[config.mk]
export PLATFORM = sky130hd
export DESIGN_NAME = vga_fade_core
export DESIGN_NICKNAME = d
export VERILOG_FILES = /design/src/rtl/vga_fade_core.sv
export SDC_FILE = /design/constraint.sdc
export NUM_CORES = 1
export LEC_CHECK = 0
export CAP_MARGIN = 20
export CORE_MARGIN = 10
export CORE_UTILIZATION = 25
export DETAILED_ROUTE_END_ITERATION = 6
export HOLD_SLACK_MARGIN = 0.05
export PLACE_DENSITY = 0.46
export SLEW_MARGIN = 40
export SYNTH_ARGS = -nofsm -noshare
export SYNTH_HDL_FRONTEND = slang
export SYNTH_SLANG_ARGS = --single-unit
[constraint.sdc]
create_clock -name clk -period 4.7 [get_ports clk]
set_input_delay 0.705 -clock clk [delete_from_list [all_inputs] [get_ports clk]]
set_output_delay 0.705 -clock clk [all_outputs]
set_load 0.05 [all_outputs]
[src/rtl/vga_fade_core.sv]
// vga_fade_core: full-screen fade/flash stage that blends the pixel stream toward a colour by level 0..16.
// Define FADE_FLASH_EN to enable the flash command (cmd 3) and the hold register.
module vga_fade_core #(
    parameter int CD = 12
) (
    input  logic          clk,
    input  logic          reset,
    input  logic [10:0]   x,
    input  logic [10:0]   y,
    input  logic          cs,
    input  logic          write,
    input  logic [13:0]   addr,
    input  logic [31:0]   wr_data,
    output logic [31:0]   rd_data,
    input  logic [CD-1:0] si_rgb,
    output logic [CD-1:0] so_rgb
);
    localparam int CW = CD / 3;
    localparam int AW = CW + 5;

    typedef enum logic [1:0] {
        IDLE = 2'd0,
        OUT  = 2'd1,
        HOLD = 2'd2,
        IN   = 2'd3
    } state_t;

    state_t        state_q, state_d;
    logic [4:0]    level_q, level_d;
    logic [7:0]    fcnt_q, fcnt_d;
    logic          flash_q, flash_d;
    logic [7:0]    hold_q;
    logic          bypass_q;
    logic [7:0]    step_q;
    logic [CD-1:0] color_q;
    logic          xy0_q;
    logic [CD-1:0] so_q;

    logic          xy0, tick;
    logic          wr_en, cmd_wr, cmd_out, cmd_in, cmd_flash, cmd_take;
    logic [7:0]    step_m1, hold_m1;
    logic [4:0]    level_up, level_dn;
    logic          busy;
    logic [CD-1:0] blend_rgb;

    // o = (s*(16-L) + c*L) >> 4; L=0 and L=16 reproduce s and c exactly
    function automatic logic [CW-1:0] blend_ch(input logic [CW-1:0] s,
                                               input logic [CW-1:0] c,
                                               input logic [4:0]    lvl);
        logic [AW-1:0] acc;
        acc = AW'(s) * (AW'(5'd16) - AW'(lvl)) + AW'(c) * AW'(lvl);
        return CW'(acc >> 4);
    endfunction

    assign xy0  = (x == 11'd0) && (y == 11'd0);
    assign tick = xy0 && !xy0_q;

    assign wr_en    = cs && write;
    assign cmd_wr   = wr_en && (addr[2:0] == 3'd1);
    assign cmd_out  = cmd_wr && (wr_data[1:0] == 2'd1);
    assign cmd_in   = cmd_wr && (wr_data[1:0] == 2'd2);
    assign cmd_take = (cmd_out && (state_q == IDLE || state_q == IN))
                   || (cmd_in && (state_q == OUT || state_q == HOLD))
                   || (cmd_flash && state_q == IDLE);

    assign step_m1  = (step_q == 8'd0) ? 8'd0 : step_q - 8'd1;
    assign hold_m1  = hold_q - 8'd1;
    assign level_up = (level_q >= 5'd16) ? 5'd16 : level_q + 5'd1;
    assign level_dn = (level_q == 5'd0) ? 5'd0 : level_q - 5'd1;
    assign busy     = (state_q != IDLE) && !(state_q == HOLD && !flash_q);

    always_comb begin
        state_d = state_q;
        level_d = level_q;
        fcnt_d  = fcnt_q;
        flash_d = flash_q;
        if (cmd_out || cmd_in) begin
            flash_d = 1'b0;
        end
        // An effective command swallows a coincident tick
        if (cmd_take) begin
            fcnt_d  = '0;
            state_d = cmd_in ? IN : OUT;
            if (cmd_flash) begin
                flash_d = 1'b1;
            end
        end else if (tick) begin
            case (state_q)
                OUT: begin
                    if (fcnt_q == step_m1) begin
                        fcnt_d  = '0;
                        level_d = level_up;
                        if (level_up == 5'd16) begin
                            state_d = (flash_d && hold_q == 8'd0) ? IN : HOLD;
                        end
                    end else begin
                        fcnt_d = fcnt_q + 8'd1;
                    end
                end
                HOLD: begin
                    // fcnt doubles as the hold-frame counter while flashing
                    if (flash_d) begin
                        if (hold_q == 8'd0 || fcnt_q == hold_m1) begin
                            state_d = IN;
                            fcnt_d  = '0;
                        end else begin
                            fcnt_d = fcnt_q + 8'd1;
                        end
                    end
                end
                IN: begin
                    if (fcnt_q == step_m1) begin
                        fcnt_d  = '0;
                        level_d = level_dn;
                        if (level_dn == 5'd0) begin
                            state_d = IDLE;
                            flash_d = 1'b0;
                        end
                    end else begin
                        fcnt_d = fcnt_q + 8'd1;
                    end
                end
                default: ;
            endcase
        end
    end

    always_ff @(posedge clk) begin
        if (reset) begin
            state_q <= IDLE;
            level_q <= '0;
            fcnt_q  <= '0;
            xy0_q   <= 1'b0;
        end else begin
            state_q <= state_d;
            level_q <= level_d;
            fcnt_q  <= fcnt_d;
            xy0_q   <= xy0;
        end
    end

    always_ff @(posedge clk) begin
        if (reset) begin
            bypass_q <= 1'b0;
            step_q   <= 8'd1;
            color_q  <= '0;
        end else if (wr_en) begin
            case (addr[2:0])
                3'd0:    bypass_q <= wr_data[0];
                3'd2:    step_q   <= wr_data[7:0];
                3'd3:    color_q  <= wr_data[CD-1:0];
                default: ;
            endcase
        end
    end

`ifdef FADE_FLASH_EN
    assign cmd_flash = cmd_wr && (wr_data[1:0] == 2'd3);

    always_ff @(posedge clk) begin
        if (reset) begin
            flash_q <= 1'b0;
            hold_q  <= 8'd0;
        end else begin
            flash_q <= flash_d;
            if (wr_en && addr[2:0] == 3'd4) begin
                hold_q <= wr_data[7:0];
            end
        end
    end
`else
    logic unused_flash;

    assign cmd_flash    = 1'b0;
    assign flash_q      = 1'b0;
    assign hold_q       = 8'd0;
    assign unused_flash = flash_d;
`endif

    always_comb begin
        blend_rgb = '0;
        for (int i = 0; i < 3; i++) begin
            blend_rgb[i*CW +: CW] = blend_ch(si_rgb[i*CW +: CW], color_q[i*CW +: CW], level_q);
        end
    end

    always_ff @(posedge clk) begin
        if (reset) begin
            so_q <= '0;
        end else begin
            so_q <= bypass_q ? si_rgb : blend_rgb;
        end
    end

    assign so_rgb = so_q;

    always_comb begin
        rd_data = 32'd0;
        case (addr[2:0])
            3'd0:    rd_data = {23'd0, busy, state_q, level_q, bypass_q};
            3'd2:    rd_data = {24'd0, step_q};
            3'd3:    rd_data = {{(32-CD){1'b0}}, color_q};
            3'd4:    rd_data = {24'd0, hold_q};
            default: rd_data = 32'd0;
        endcase
    end

    logic unused_bits;
    assign unused_bits = ^{addr[13:3], wr_data[31:CD]};

endmodule
==> results.md, run 1 <==
* Status: finished clean
* Clock-pin slew on the worst setup and hold paths at roughly 90 ps
* CP arrival at 4770 ps
* Post-DR wirelength/cell at ~16 um
* Starting density of the core at about a quarter
* EDFF count, synth at 0
* Worst-path fanout max at 3
* Period minus WS final at about 4600 ps
* P_int at 777 uW
* RePlAce Congestion at between 0.7 and 0.8
* Pins over their slew limit at 0
* Sequential share of power at a little under two fifths
* Clk Latency, worst-skew pair at roughly 320 ps
* Worst setup EP type: flip-flop
* Pwr Total at between 1 and 1.5 mW
* Maximum clock insertion buffer count at 2
* LEAKAGE at 3.61 nW
* Full die area at around 0.034 mm^2
* FILL cells at 2900
* Critical path launch point type: primary input
* Post-synthesis sequential area ratio at between 10 and 15%
* All-Layer GR Usage at a little under an eighth
* Die W at 184 um
* Setup Total Neg Slack at 0 ps
* Placed cell areas at approximately 0.008 mm^2
* Post-synthesis cell area at about 0.0068 mm^2
* Diodes inserted at 0
* Gate power share at 21.9%
* Die Ht at about 180 um
* Cells after Synth at roughly 820
* Pre-Repair DR Iteration Count at 4
* Period utilization at around 97%
* Initial antenna violation count at 0
* Starting DRC count in detailed routing at 331
* CTS sink count at between 40 and 50
* Setup CP Type: primary input to flip-flop
* Global-route wire length before repair at roughly 32000 um
* Remaining routing DRC violations at 0
* H-tree depth at 2
* Clock Root Buffer: clkbuf_16
* Worst slew pin tran at approximately 750 ps
* Switching Share at 32.1%
* Library cells used by synthesis at 63
* Clock Skew at ~15 ps
* Yosys warnings at 0
* Port buffer count at 76
* RSZ-0062 raised after global routing: yes
* Net Switching at ~370 uW
* CTS buffer count at 5
* Final HPWL DP at between 15000 and 20000 um
* Post-DRT Antenna Nets at 0
* Vias in the first global route at ~5800
* Final hold vios at 0
* Hold_buf cts at 0
* Grt total ovfl at 0
* Largest net degree at the start of global routing at 26
* Power Dens Cells at between 100 and 150 mW/mm^2
* Final setup margin at ~150 ps
* CTS tree: built
* Avg Cell Area, Syn at 8.21 um^2
* I/O pin cnt at roughly 130
* Final instance area at 0.00839 mm^2
* Final setup fails at 0
* Ys flop type: dfxtp_1
* Vias/cell at 4.49
* Area Growth Syn to Fin at 24.1%
* Layout cells sized above 1 at between 10% and 20%
* Clock share of power at between 40% and 50%
* Core area at approximately 0.027 mm^2
* Max rail drop VDD at 0.159 mV
* Core Rows at 60
* Vias at 5667
* Synthesized flop and latch total at 49
* Worst slew margin at between 40% and 50%
* Max Cap Violations at 0
* Layout Nets at between 1000 and 1500
* Fmax achieved at 220 MHz
* Drt total wl at ~20000 um
* WP data required at ~4900 ps
* Ys async rst share at 0%
* Type of the tightest min-delay check: flip-flop to flip-flop
* DP Worst Slack at -285 ps
stage by stage:
stage	hold slack (ps)	cells	utilization, %
3_5_place_dp	548	1254	30.4
4_1_cts	559	1261	31.1
5_1_grt	605	1262	31.3
2_1_floorplan	477	842	-
6_report	555	1262	31.3
3_3_place_gp	527	1254	30.4
sequential cells by signal, indices dropped and copies added, names as in the netlist:
| signal | cells |
|---|---|
| color_q | 12 |
| so_rgb | 12 |
| fcnt_q | 8 |
| step_q | 8 |
| level_q | 5 |
| state_q | 2 |
| bypass_q | 1 |
| xy0_q | 1 |
what timing repair did:
item	4_1_cts	5_1_grt
endpoints found under the setup margin	1	10
pin swaps	0	2
gates resized for setup	1	9
buffers inserted	0	1
logic make-up after synthesis:
family | Yosys count | share of synthesized area (%)
AO/OA/AOI/OAI | 108 | 10.9
XOR/XNOR | 49 | 6.96
adder cells (fa/ha/maj) | 123 | 30.4
buffers and inverters | 180 | 11.4
flip-flops | 49 | 14.5
multiplexers | 22 | 3.26
other | 1 | 0.0555
AND/OR/NAND/NOR | 291 | 22.5
per-layer routing:
layer | GRT usage [%] | up-vias | share of wire, %
met5 | 0 | - | 0
met4 | 1.87 | 0 | 0.59
met3 | 2.21 | 8 | 3.8
met2 | 19.3 | 79 | 46
met1 | 16.0 | 2756 | 50
li1 | - | 2824 | -
Yosys cell counts, drive strengths merged (3+ instances only):
master,n,share of area (%)
nor3b,5,0.56
clkbuf,37,2.1
nor4,12,1.1
xor2,6,0.78
xnor3,3,1.0
and2,75,7.0
a32oi,3,0.39
or3b,3,0.39
or3,8,0.74
nand3b,3,0.33
xnor2,40,5.2
or4,4,0.52
nor3,16,1.2
a31o,3,0.39
o21a,4,0.44
o21bai,5,0.56
nand4,3,0.28
nand2,83,4.6
a31oi,6,0.56
o211ai,3,0.33
nor2,46,2.6
o21ai,11,0.81
mux2i,22,3.3
nor2b,9,0.83
dfxtp,49,15
buf,25,2.8
inv,118,6.6
ha,54,10
o22ai,4,0.37
nand2b,8,0.74
a21oi,40,3.0
a21o,4,0.44
a221oi,3,0.39
nand3,9,0.67
fa,69,20
cell type report:
type | instances | area [um^2] | area share, %
repair buffers | 134 | 1190 | 14.2
flip-flops and latches | 49 | 982 | 11.7
clock inverters | 2 | 38.8 | 0.462
well taps | 341 | 427 | 5.09
inverters | 118 | 445 | 5.31
multi-input cells | 613 | 5170 | 61.7
clock buffers | 5 | 125 | 1.49
power by group through the flow:
stage	logic, mW	registers [mW]	clock network (mW)
5_1_grt	0.271	0.430	0.497
3_5_place_dp	0.249	0.439	0
4_1_cts	0.251	0.429	0.480
2_1_floorplan	0.136	0.458	0
3_3_place_gp	0.249	0.439	0
6_report	0.251	0.429	0.465
path summary, 6_finish.rpt:
| check | start | to | slack, ps | cells past startpoint |
|---|---|---|---|---|
| worst min register to register | state_q[1] | state_q[1] | 560 | 2 |
| worst min-delay path | state_q[1] | state_q[1] | 560 | 2 |
| worst max-delay path | si_rgb[3] | so_rgb[3] | 150 | 16 |
| worst max register to register | level_q[0] | so_rgb[11] | 220 | 19 |
layout by cell type, fill, tap and decap left out, types with 6 or more instances in the layout:
cell type,synthesis,layout
inv_1,118,115
nand2_1,83,83
clkdlybuf4s50_1,0,75
and2_1,74,74
fa_1,69,69
buf_4,20,57
ha_1,54,50
dfxtp_1,49,48
nor2_1,46,45
xnor2_1,40,40
a21oi_1,40,36
mux2i_1,22,22
conb_1,1,20
nor3_1,16,16
nor4_1,12,12
o21ai_0,11,10
nor2b_1,9,9
nand3_1,9,9
or3_1,8,8
nand2b_1,8,8
xor2_1,6,6
a31oi_1,6,6
worst max-delay path, stage by stage:
cell	delay (ps)
clkdlybuf4s50_1	480
nand2_1	80
fa_1	470
fa_1	490
inv_1	50
fa_1	530
inv_1	50
fa_1	520
inv_1	40
ha_1	280
and4b_1	200
a31o_2	270
a21oi_2	180
o21ai_0	130
xnor2_1	130
o21a_1	160
(Power assumes the default switching activity.)
==> run 2, diff against run 1 <==
GPL_TIMING_DRIVEN = 1   (was default)
==> results of run 2 <==
Same layout as run 1: the final DEF is identical, and so are final timing and power.
